**config.mk**
```make
export PLATFORM = sky130hd
export DESIGN_NAME = seg_scan_display
export DESIGN_NICKNAME = d
export VERILOG_FILES = /design/src/rtl/seg_pkg.sv /design/src/rtl/hex_to_seg.sv /design/src/rtl/seg_scan_display.sv
export SDC_FILE = /design/constraint.sdc
export NUM_CORES = 1
export LEC_CHECK = 0
export ABC_AREA = 1
export ABC_CLOCK_PERIOD_IN_PS = 4300
export CORE_MARGIN = 5
export CORE_UTILIZATION = 30
export DETAILED_ROUTE_END_ITERATION = 8
export GPL_TIMING_DRIVEN = 0
export PLACE_DENSITY_LB_ADDON = 0.25
export SLEW_MARGIN = 20
export SYNTH_ARGS = -nofsm -noshare
export SYNTH_HDL_FRONTEND = slang
export SYNTH_SLANG_ARGS = --single-unit
```
**constraint.sdc**
```tcl
create_clock -name clk -period 4.3 [get_ports clk]
set_clock_uncertainty 0.15 [all_clocks]
set_input_delay 0.43 -clock clk [delete_from_list [all_inputs] [get_ports clk]]
set_output_delay 0.43 -clock clk [all_outputs]
set_load 0.01 [all_outputs]
```
**src/rtl/seg_pkg.sv**
```systemverilog
// Shared seven-segment constants and the hex-to-segment decode used by the scanner.
// Segment bit order is {g,f,e,d,c,b,a}, active-low (common-anode bank).
package seg_pkg;

  localparam logic [6:0] SEG_BLANK = 7'h7F;

  function automatic logic [6:0] hexToSeg(input logic [3:0] nibble);
    logic [6:0] segBits;
    segBits = SEG_BLANK;
    case (nibble)
      4'h0: segBits = 7'b1000000;
      4'h1: segBits = 7'b1111001;
      4'h2: segBits = 7'b0100100;
      4'h3: segBits = 7'b0110000;
      4'h4: segBits = 7'b0011001;
      4'h5: segBits = 7'b0010010;
      4'h6: segBits = 7'b0000010;
      4'h7: segBits = 7'b1111000;
      4'h8: segBits = 7'b0000000;
      4'h9: segBits = 7'b0010000;
      4'hA: segBits = 7'b0001000;
      4'hB: segBits = 7'b0000011;
      4'hC: segBits = 7'b1000110;
      4'hD: segBits = 7'b0100001;
      4'hE: segBits = 7'b0000110;
      4'hF: segBits = 7'b0001110;
      default: segBits = SEG_BLANK;
    endcase
    return segBits;
  endfunction

endpackage

```
**src/rtl/hex_to_seg.sv**
```systemverilog
// Combinational hex nibble to active-low seven-segment pattern.
module hex_to_seg (
  input  logic [3:0] i_nibble,
  output logic [6:0] o_seg
);
  import seg_pkg::*;

  assign o_seg = hexToSeg(i_nibble);

endmodule

```
**src/rtl/seg_scan_display.sv**
```systemverilog
// Time-multiplexed common-anode seven-segment scanner with per-digit enable/dp,
// leading-zero blanking, PWM brightness and frame-aligned (tear-free) updates.
module seg_scan_display #(
  parameter int NUM_DIGITS = 8,
  parameter int TICK_BITS  = 17,
  parameter int PWM_BITS   = 4
) (
  input  logic                    clk,
  input  logic                    rst,
  input  logic [4*NUM_DIGITS-1:0] value,
  input  logic [NUM_DIGITS-1:0]   dp_in,
  input  logic [NUM_DIGITS-1:0]   digit_en,
  input  logic                    blank_lz,
  input  logic [PWM_BITS-1:0]     brightness,
  input  logic                    load,
  output logic [NUM_DIGITS-1:0]   anodes,
  output logic [6:0]              seg,
  output logic                    dp,
  output logic                    frame_start
);
  import seg_pkg::*;

  localparam int SLOT_BITS = (NUM_DIGITS > 1) ? $clog2(NUM_DIGITS) : 1;
  localparam logic [SLOT_BITS-1:0] LAST_SLOT = SLOT_BITS'(NUM_DIGITS - 1);

  logic [TICK_BITS-1:0]    r_tick;
  logic [SLOT_BITS-1:0]    r_slot;
  logic                    r_pending;
  logic [4*NUM_DIGITS-1:0] r_shadowValue;
  logic [NUM_DIGITS-1:0]   r_shadowDp;
  logic [NUM_DIGITS-1:0]   r_shadowEn;

  logic [NUM_DIGITS-1:0]   r_anodes;
  logic [6:0]              r_seg;
  logic                    r_dp;
  logic                    r_frameStart;

  logic                    w_tickWrap;
  logic                    w_frameWrap;
  logic [NUM_DIGITS-1:0]   w_suppress;
  logic [3:0]              w_nibble;
  logic [6:0]              w_seg;
  logic [PWM_BITS-1:0]     w_phase;
  logic                    w_visible;
  logic [NUM_DIGITS-1:0]   w_slotSelect;

  assign w_tickWrap  = &r_tick;
  assign w_frameWrap = w_tickWrap && (r_slot == LAST_SLOT);

  always_ff @(posedge clk) begin
    if (rst) begin
      r_tick <= '0;
      r_slot <= '0;
    end else begin
      r_tick <= r_tick + 1'b1;
      if (w_tickWrap) begin
        r_slot <= w_frameWrap ? '0 : r_slot + 1'b1;
      end
    end
  end

  // A load on the wrap cycle itself is consumed by that capture, so it never leaves pending set.
  always_ff @(posedge clk) begin
    if (rst) begin
      r_pending     <= 1'b0;
      r_shadowValue <= '0;
      r_shadowDp    <= '0;
      r_shadowEn    <= '0;
    end else if (w_frameWrap) begin
      if (r_pending || load) begin
        r_shadowValue <= value;
        r_shadowDp    <= dp_in;
        r_shadowEn    <= digit_en;
      end
      r_pending <= 1'b0;
    end else if (load) begin
      r_pending <= 1'b1;
    end
  end

  // Walk from the most significant digit down; disabled digits read as zero.
  always_comb begin
    logic seenNonZero;
    seenNonZero = 1'b0;
    w_suppress  = '0;
    for (int i = NUM_DIGITS - 1; i >= 0; i--) begin
      if (r_shadowEn[i] && (r_shadowValue[4*i +: 4] != 4'h0)) begin
        seenNonZero = 1'b1;
      end
      w_suppress[i] = blank_lz && !seenNonZero && (i > 0);
    end
  end

  assign w_nibble     = r_shadowValue[{r_slot, 2'b00} +: 4];
  assign w_phase      = r_tick[TICK_BITS-1 -: PWM_BITS];
  assign w_visible    = r_shadowEn[r_slot] && !w_suppress[r_slot] && (w_phase < brightness);
  assign w_slotSelect = ~(NUM_DIGITS'(1) << r_slot);

  hex_to_seg u_hexToSeg (
    .i_nibble (w_nibble),
    .o_seg    (w_seg)
  );

  always_ff @(posedge clk) begin
    if (rst) begin
      r_anodes     <= '1;
      r_seg        <= SEG_BLANK;
      r_dp         <= 1'b1;
      r_frameStart <= 1'b0;
    end else begin
      r_frameStart <= (r_slot == '0) && (r_tick == '0);
      if (w_visible) begin
        r_anodes <= w_slotSelect;
        r_seg    <= w_seg;
        r_dp     <= ~r_shadowDp[r_slot];
      end else begin
        r_anodes <= '1;
        r_seg    <= SEG_BLANK;
        r_dp     <= 1'b1;
      end
    end
  end

  assign anodes      = r_anodes;
  assign seg         = r_seg;
  assign dp          = r_dp;
  assign frame_start = r_frameStart;

endmodule

```
Yosys cells after proc, flatten, opt, wreduce, memory -nomap -nowiden

Memories as Yosys holds them, arrays and structs flattened. A register that Yosys moved wholly into a read port is not among the register bits.
Cells that the tools add are included.

Bits in registers: 79
Latch bits: 0
RAM bits: 0
ROM bits: 112
Input bits: 56
Output and inout bits: 17
Word-level logic and storage cells: 74
Memories: 1

Memory list:

| memory           | depth | bits a word | read ports | clocked after Yosys merged registers in | write ports | RTL line      | RTL |
|---|---|---|---|---|---|---|---|
| (name not given) | 16    | 7           | 1          | 1                                       | 0           | seg_pkg.sv:10 | `case (nibble)` |

Add/subtract/negate cells: 2
$mul: 0
Divide/modulo/power cells: 0
$lt $le $gt $ge: 2
Eq/ne operators: 1
Shift-type cells: 2
Mux-type cells: 14
Bitwise operators: 3
Reduce and logical (&&, ||, !) cells: 40

Operator list:

| operator                | count |
|---|---|
| $shiftx A32 B6 Y4       | 1 |
| $reduce_bool A4 Y1      | 7 |
| $logic_and A1 B1 Y1     | 18 |
| $add A17 B1 Y17 const B | 1 |
| $logic_not A17 Y1       | 1 |
| $reduce_and A17 Y1      | 1 |
| $mux W1                 | 10 |
| $bmux W1 S3             | 3 |
| $logic_not A1 Y1        | 8 |
| $not A8 Y8              | 1 |
| $shl A1 B3 Y8 const A   | 1 |
| $lt A3 B4 Y1 const B    | 1 |
| $lt A4 B4 Y1            | 1 |
| $reduce_or A2 Y1        | 2 |
| $add A3 B1 Y3 const B   | 1 |
| $eq A3 B3 Y1 const B    | 1 |
| $logic_not A3 Y1        | 1 |
| $mux W3                 | 1 |
| $not A1 Y1              | 2 |
| $reduce_and A2 Y1       | 1 |
| $logic_or A1 B1 Y1      | 1 |

Longest topological paths before layout

Gate-level depths: netlist of the first run.

Depth in word-level cells: 18
Gate-level depth with buffers: 18
Depth with buffers taken out: 17

Hierarchy

A second synthesis of the first run with hierarchy kept.

Cell total of the unflattened synthesis: 590
Area, all modules: 4220.3 um^2

Modules (own cells, without submodules):

| module           | times used | cells each | area an instance (um^2) | sequential area each (um^2) |
|---|---|---|---|---|
| seg_scan_display | 1          | 541        | 3946.3                  | 1721.7 |
| hex_to_seg       | 1          | 49         | 274.0                   | 0.0 |

Least setup slack after synthesis of the first run

No wires, ideal clock.

Path type: register to register
Start: register r_tick[0]
End: register r_shadowEn[2]
Setup time: 0.119 ns
Data arrival time: 2.332 ns
Data required time: 4.031 ns
Path slack: 1.698 ns
Cell stages (with the launch flop): 19
Buffers on the path: 1
Clock period less this slack: 2.602 ns
Path through: dfxtp_1 > ha_1 > nand2_1 > inv_1 > nand3_2 > nor2_4 > nand2_1 > inv_1 > nand3_1 > nor2_1 > nand2_1 > nor2_1 > ha_1 > nand2_1 > a21oi_2 > inv_2 > clkbuf_1 > o21ai_0 > a21oi_1

Word-level cells in the longest chain between the ends: 3

Ends and longest elaborated chain:

| what                        | RTL line               | RTL |
|---|---|---|
| start, declared             | seg_scan_display.sv:26 | `logic [TICK_BITS-1:0] r_tick;` |
| start signal, assigned      | seg_scan_display.sv:55 | `r_tick <= r_tick + 1'b1;` |
| $reduce_and A17 Y1          | seg_scan_display.sv:47 | `assign w_tickWrap = &r_tick;` |
| named net w_tickWrap        | seg_scan_display.sv:38 | `logic w_tickWrap;` |
| $logic_and A1 B1 Y1         | seg_scan_display.sv:48 | `assign w_frameWrap = w_tickWrap && (r_slot == LAST_SLOT);` |
| $reduce_and A2 Y1 (no line) | -                      |  |
| end signal, assigned        | seg_scan_display.sv:73 | `r_shadowEn <= digit_en;` |
| end, declared               | seg_scan_display.sv:31 | `logic [NUM_DIGITS-1:0] r_shadowEn;` |

The timed path passes the listed nets, and every way through them passes these cells.
A chain may end at the register's enable or synchronous reset.

Final worst setup path of the first run

Start: register r_tick[0]
End: register r_shadowEn[5]

The elaborated chain is that of the path after synthesis.

==> results of run 1 <==
[stage by stage]
step	total power (W)	cell area, um2	util, %	hold slack (ns)
3_3_place_gp	0.0009076	5120	37.17	0.2844
4_1_cts	0.001687	5418	39.34	0.3032
3_5_place_dp	0.0009092	5120	37.17	0.2942
2_1_floorplan	0.0008467	4184	-	0.2737
5_1_grt	0.001727	5418	39.34	0.3283
6_report	0.001670	5418	39.34	0.3058
[cells by family after synthesis]
logic type,Yosys count
buf+inv,94
fa+ha+maj,18
compound gates,115
flops,86
xor+xnor,6
simple gates,277
[layout make-up]
cell class	count	area share, %
buffer	28	3.118
tap	180	4.157
timing repair buffer	71	13.12
clock inverter	7	1.339
multi-input combinational	416	37.71
sequential	86	31.78
clock buffer	9	4.157
inverter	66	4.619
[sequential cells by signal, summed over array words and instances, names as in the netlist]
name,flops
r_shadowValue,32
r_shadowEn,8
r_shadowDp,8
dp,1
r_pending,1
frame_start,1
r_slot,3
anodes,8
r_tick,17
seg,7
[power groups by stage]
stage	Sequential, W	Combinational [W]	Clock, W
2_1_floorplan	0.000821	0.0000257	0
3_3_place_gp	0.000821	0.0000870	0
3_5_place_dp	0.000821	0.0000884	0
4_1_cts	0.000803	0.0000887	0.000796
5_1_grt	0.000803	0.0000967	0.000827
6_report	0.000803	0.0000874	0.000779
[critical path, cell delays in order (launching register included)]
cell and delay, ns:
dfxtp_1 0.38, ha_1 0.19, nand2_1 0.06, inv_1 0.10, nand3_2 0.10, nor2_4 0.18, nand2_1 0.07, inv_1 0.10
nand3_1 0.10, nor2_1 0.15, nand2_1 0.06, nor2_1 0.10, ha_1 0.28, nand2_1 0.12, a21oi_2 0.31, inv_2 0.15
clkbuf_1 0.28, o21ai_0 0.24, a21oi_1 0.05
[placed cells by master, fill, tap and decap left out, types with 2 or more instances in the layout]
cell             Yosys  layout
nand2_1            124     124
dfxtp_1             86      86
nor2_1              84      84
clkdlybuf4s50_1      0      71
inv_1               60      60
o21ai_0             56      56
nand3_1             49      49
a21oi_1             49      49
ha_1                18      18
clkbuf_1            11      11
buf_2                9       9
clkbuf_16            0       9
nor3_1               7       7
buf_6                6       6
o21ai_1              6       6
xor2_1               5       5
inv_2                4       4
nand4_1              4       4
nand3_2              2       2
nor2_4               2       2
buf_4                2       2
clkinv_2             0       2
inv_6                0       2
clkinvlp_4           0       2
[metal layers]
metal	vias to the layer above	routed length, um	GRT usage, %
met4	0	194	5.368
met1	1890	5901	20.15
met3	15	487	2.958
met5	-	0	0
met2	99	5391	24.31
li1	2080	-	-
[how the worst max path moves through the flow]
stage	slack, ns	from	to	depth (start not counted)
after global placement	1.09	r_tick[0]	r_shadowEn[5]	18
final	1.02	r_tick[0]	r_shadowEn[5]	18
after CTS	1.02	r_tick[0]	r_shadowEn[5]	18
after global routing	0.63	r_tick[0]	r_shadowDp[2]	18
after floorplan	1.70	r_tick[0]	r_shadowEn[2]	18
after detailed placement	1.04	r_tick[0]	r_shadowEn[5]	18
==> results.txt, run 1 <==
----------------------------------------------------
[Routing]
  Number of nets still failing antenna checks after routing ... 0
  Total via count in the routed design ... just over 4000
  Detailed-route wire length ... approximately 12 mm
  Post-detailed-route DRC marker count ... 0
  Detailed-route wire length per cell ... 13.87 um
  Drt first pass iters ... 5
  DRC violation total after the first TritonRoute iteration ... 293
  Number of vias per cell after detailed routing ... between 4 and 5

[Worst hold path]
  Hold Crit Class ... flip-flop to flip-flop
  HP Start ... r_shadowDp[2]
  Depth of the worst hold-timing path ... 2
  Worst min-delay path endpoint ... r_shadowDp[2]

[Final layout]
  Final layout net count ... 752
  Number of inserted filler cells in the final layout ... approximately 1500
  Area of the multi-input gates ... 2043 um2
  Inserted Diodes ... 0
  Final instance count without filler cells ... 863
  Area growth from synthesis to layout ... 29.49%
  Flip-flop and latch area ... 1722 um2
  Share of final-layout standard cells stronger than drive strength 1 ... 6.881%

[Critical path]
  Launch point of the worst reg-to-reg path ... r_tick[0]
  CP arrival ... between 3 and 4 ns
  R2r endpoint ... r_shadowEn[5]
  Reg2reg setup slack ... 1.02 ns
  Kind of start point of the critical path ... flip-flop
  Worst setup path class ... flip-flop to flip-flop
  Worst setup EP type ... flip-flop
  R2R cell count ... 18
  Crit Path Max Fanout ... 10
  Req. time, crit path ... 4.38 ns

[Floorplanning]
  Io pins ... 73
  Row cnt ... 43
  Core footprint ... 13770 um2
  Starting density of the core ... 30.38%
  Vertical die dimension ... between 100 and 150 um
  Horiz. Die Dim ... about 130 um
  DIE AREA ... 16410 um2

[Clock network]
  Post-CTS Setup Inserts ... 0
  Number of gates resized after CTS ... 0
  Cell chosen for the clock root ... clkbuf_16
  H-Tree Depth ... 3
  Clock slew at reported path FFs ... 0.07 ns
  CTS tree ... done
  TritonCTS Buffers ... 9
  Buffer depth of the longest clock path ... 2
  Number of hold buffers added after cts ... 0
  Clock latency at the later pin of the worst-skew pair ... 0.34 ns
  Clk sinks ... 86

[Placement]
  Final HPWL DP ... 9.243 mm
  Final GP Congestion ... 0.9184
  Number of cells after detailed placement ... 847
  Worst-case setup slack after placement ... 1.041 ns
  Input/output buffers ... 71

[STA]
  Highest clock rate ... 304.5 MHz
  Count of final max-slew check failures ... 0
  Final WS setup ... between 1 and 1.5 ns
  Time the worst path needs with I/O delays and setup ... 3.284 ns
  Count of final setup violators ... 0
  Setup repair after global routing missed its margin ... no
  Setup Total Neg Slack ... 0 ns
  Actual transition at the worst max-transition pin ... 0.5164 ns
  Number of endpoints with negative hold slack in the final report ... 0
  Relative slew slack ... 65.57%
  Final Cycle Share ... 76.37%

[Synthesis]
  Simple logic cell fraction of the synthesized area ... between 20 and 30%
  Avg Cell Area, Syn ... between 7 and 8 um2
  Cells taking the most area after synthesis ... dfxtp_1 41%, nand2_1 11%, nor2_1 7.5%
  Fraction of registers with async set or reset after synthesis ... 0%
  Post-Synth XOR/XNOR Area ... under 10%
  Post-synthesis adder-cell area fraction ... between 5 and 6%
  Register area share after synthesis ... 41.15%
  Top cells by count, synth ... 124 x nand2_1, 86 x dfxtp_1, 84 x nor2_1
  Register bit total from synthesis ... 86
  Most area-hungry cell type in the Yosys netlist ... dfxtp_1
  Complex-gate fraction of the synthesized area ... 14.29%
  Synthesis warning total ... 0
  Syn Inst Count ... approximately 600
  Most frequent cell after synthesis ... nand2_1
  Post-Synthesis Net Count ... between 600 and 700
  Synth cell types ... 31
  Portion of netlist area occupied by mux cells ... 0%
  Dominant combinational cell family by area after synthesis ... simple AND/OR/NAND/NOR gates
  Yosys top cell area share ... between 40 and 50%
  Commonest register cell after synthesis ... dfxtp_1
  EDFF count, synth ... 0
  Synthesized area ... 4184 um2

[Global route]
  Pin count of the biggest net entering global routing ... 16
  Remaining Overflow, GRT ... 0
  Number of antenna violations at the first check in global routing ... 0
  Wire length of the first global-routing pass ... 19.92 mm
  Overall Global Routing Usage ... 15.11%
  Via count of the first global-routing pass ... 4119

[Flow run]
  Max-capacitance violation count ... 0

[Status]
  Result of the run ... complete, no violations

[Pwr]
  Sequential power share ... 48.1%
  Cell internal power dissipation ... around 0.0013 W
  Switching power ... 0.0003626 W
  Switching Fraction ... a little over a fifth
  Power density over the cells ... 308.2 nW/um2
  Leakage power of the design ... 2.218 nW
  Peak supply drop ... 184.0 uV
  Clock power frac ... 46.7%
  Combinational power share ... roughly 5.2%

----------------------------------------------------
Note: power is estimated with default switching activity, not from simulation.
==> run 2: changes to the inputs <==
Settings changed: ABC_CLOCK_PERIOD_IN_PS 4300 to 2900.
Clock period 4.3 ns to 2.9 ns, I/O delays scaled along.
==> results.txt, run 2 (synthesis gave the netlist of run 1 again) <==
----------------------------------------------------
[Pwr]
  Leakage power of the design ... 2.257 nW (was 2.218 nW)
  Peak supply drop ... 273.2 uV (was 184.0 uV)
  Power density over the cells ... 450.9 nW/um2 (was 308.2 nW/um2)

[Final layout]
  Most frequent standard cell in the layout excluding fill and tap cells ... nand2_1 (unchanged)
  Flip-flop count of the largest register, all copies and words added ... 32 (unchanged)
  Area growth from synthesis to layout ... 31.40% (was 29.49%)
  Final core utilization ... 39.92% (was 39.34%)
  Share of final-layout standard cells stronger than drive strength 1 ... 9.157% (was 6.881%)
  Most used cells in the layout excluding fill and tap cells ... 123 x nand2_1, 84 x dfxtp_1, 83 x nor2_1 (was 124 x nand2_1, 86 x dfxtp_1, 84 x nor2_1)
  Inserted Diodes ... 0 (unchanged)
  Final layout net count ... 757 (was 752)
  Largest registers ... r_shadowValue: 32 flops, r_tick: 17 flops (unchanged)
  Design Area, Final ... 5498 um2 (was 5418 um2)
  Number of inserted filler cells in the final layout ... 1475 (was 1486)
  Register with the most flip-flops ... r_shadowValue (unchanged)

[STA]
  Count of final setup violators ... 0 (unchanged)
  Setup Total Neg Slack ... 0 ns (unchanged)
  Number of endpoints with negative hold slack in the final report ... 0 (unchanged)
  Highest clock rate ... 368.6 MHz (was 304.5 MHz)
  Final Cycle Share ... 93.56% (was 76.37%)
  Relative slew slack ... 67.79% (was 65.57%)
  Final WS setup ... 0.1867 ns (was 1.016 ns)
  Count of final max-slew check failures ... 0 (unchanged)
  Actual transition at the worst max-transition pin ... 0.4831 ns (was 0.5164 ns)
  Time the worst path needs with I/O delays and setup ... 2.713 ns (was 3.284 ns)

[Routing]
  Detailed-route wire length ... 12.07 mm (was 11.97 mm)
  Drt first pass iters ... 4 (was 5)
  Number of nets still failing antenna checks after routing ... 0 (unchanged)
  Detailed-route wire length per cell ... 13.90 um (was 13.87 um)
  Post-detailed-route DRC marker count ... 0 (unchanged)
  DRC violation total after the first TritonRoute iteration ... 272 (was 293)
  Total via count in the routed design ... 4101 (was 4084)
  Number of vias per cell after detailed routing ... 4.725 (was 4.732)

[Floorplanning]
  Starting density of the core ... 30.38% (unchanged)
  Vertical die dimension ... 128.1 um (unchanged)
  DIE AREA ... 16410 um2 (unchanged)
  Row cnt ... 43 (unchanged)
  Horiz. Die Dim ... 128.1 um (unchanged)
  Io pins ... 73 (unchanged)
  Core footprint ... 13770 um2 (unchanged)

[Critical path]
  List of cells traversed by the critical path ... ha_2 > nand2_1 > inv_1 > nand3_2 > nor2_4 > nand2_1 > inv_1 > nand3_2 > nor2_2 > nand2_1 > nor2_1 > ha_2 > nand2_2 > a21oi_4 > inv_4 > buf_4 > o21ai_0 > a21oi_1 (was ha_1 > nand2_1 > inv_1 > nand3_2 > nor2_4 > nand2_1 > inv_1 > nand3_1 > nor2_1 > nand2_1 > nor2_1 > ha_1 > nand2_1 > a21oi_2 > inv_2 > clkbuf_1 > o21ai_0 > a21oi_1)
  Most common cell type on the critical path ... nand2_1 (unchanged)
  Critical path's largest stage delay ... 0.36 ns (was 0.38 ns)
  Worst setup path class ... flip-flop to flip-flop (unchanged)
  CP arrival ... 2.79 ns (was 3.36 ns)
  Worst setup EP type ... flip-flop (unchanged)
  Req. time, crit path ... 2.98 ns (was 4.38 ns)
  Highest-delay cell along the critical path ... dfxtp_2 (was dfxtp_1)
  Crit Path Max Fanout ... 10 (unchanged)
  Critical path launch point ... r_tick[0] (unchanged)
  Launch point of the worst reg-to-reg path ... r_tick[0] (unchanged)
  R2R cell count ... 18 (unchanged)
  Kind of start point of the critical path ... flip-flop (unchanged)

[Clock network]
  CTS tree ... done (unchanged)
  Clock latency at the later pin of the worst-skew pair ... 0.34 ns (about the same)
  Cell chosen for the clock root ... clkbuf_16 (unchanged)
  TritonCTS Buffers ... 9 (unchanged)
  H-Tree Depth ... 3 (unchanged)
  Buffer depth of the longest clock path ... 2 (unchanged)
  Number of hold buffers added after cts ... 0 (unchanged)
  Clk sinks ... 86 (unchanged)
  Clock slew at reported path FFs ... 0.07 ns (about the same)

[Global route]
  Overall Global Routing Usage ... 15.21% (was 15.11%)
  Pin count of the biggest net entering global routing ... 16 (unchanged)
  Wire length of the first global-routing pass ... 20.04 mm (was 19.92 mm)
  Via count of the first global-routing pass ... 4154 (was 4119)
  Remaining Overflow, GRT ... 0 (unchanged)
  Number of antenna violations at the first check in global routing ... 0 (unchanged)

[Placement]
  Input/output buffers ... 71 (unchanged)
  Final HPWL DP ... 9.243 mm (unchanged)
  Placed cell area ... 5120 um2 (unchanged)
  Worst-case setup slack after placement ... -0.3590 ns (was 1.041 ns)
  Final GP Congestion ... 0.9184 (unchanged)

[Worst hold path]
  HP Start ... rst (was r_shadowDp[2])
  Depth of the worst hold-timing path ... 2 (unchanged)
  Hold Crit Class ... primary input to flip-flop (was flip-flop to flip-flop)

[Status]
  Result of the run ... complete, no violations (unchanged)

[Flow run]
  Max-capacitance violation count ... 0 (unchanged)

----------------------------------------------------
## run 2: routing by layer
metal  vias to the layer above  wire (um)  global-route usage [%]
met5                         -          0                       0
met4                         0        184                   5.368
met3                        14        590                   2.958
met2                       100       5541                   24.65
met1                      1899       5748                   20.17
li1                       2088          -                       -
## run 2: worst paths after layout
path	endpoint	slack [ns]
max	r_shadowDp[6]	0.19
min	r_tick[10]	0.21
max reg2reg	r_shadowDp[6]	0.19
min reg2reg	r_tick[0]	0.29
## run 2: cell type report
| type | count | area [um2] | area share [%] |
|---|---|---|---|
| multi-input cells | 416 | 2066 | 37.57 |
| flip-flops and latches | 86 | 1724 | 31.36 |
| repair buffers | 76 | 748.2 | 13.61 |
| inverters | 66 | 252.7 | 4.597 |
| clock buffers | 9 | 225.2 | 4.096 |
| well taps | 180 | 225.2 | 4.096 |
| plain buffers | 28 | 183.9 | 3.345 |
| clock inverters | 7 | 72.57 | 1.320 |
## run 2: what timing repair did
| action | 4_1_cts | 5_1_grt |
|---|---|---|
| setup endpoints to repair | 48 | 48 |
| endpoints found under the hold margin | 0 | 0 |
| buffers inserted | 2 | 3 |
| resized for setup | 8 | 34 |
| pin swaps | 1 | 1 |
## run 2: report_power, final
part           internal (W)  switching (W)  total [W]  leakage (nW)
clock              0.000670       0.000485    0.00116         0.142
sequential          0.00119     0.00000382    0.00119         0.695
combinational     0.0000826      0.0000503   0.000133          1.42
total               0.00194       0.000539    0.00248          2.26
## run 2: critical path, delay by kind of cell (launching register included)
kind,cells,cell delay (ns)
compound gates,3,0.39
fa+ha+maj,2,0.40
buf+inv,4,0.48
flops,1,0.36
simple gates,9,0.81
## run 2: stage by stage
stage | hold slack [ns] | std cells | total power [W]
floorplan | 0.2737 | 596 | 0.001255
global placement | 0.2844 | 847 | 0.001346
detailed placement | 0.2942 | 847 | 0.001348
CTS | 0.2125 | 865 | 0.002503
global route | 0.2497 | 868 | 0.002564
finish | 0.2109 | 868 | 0.002479
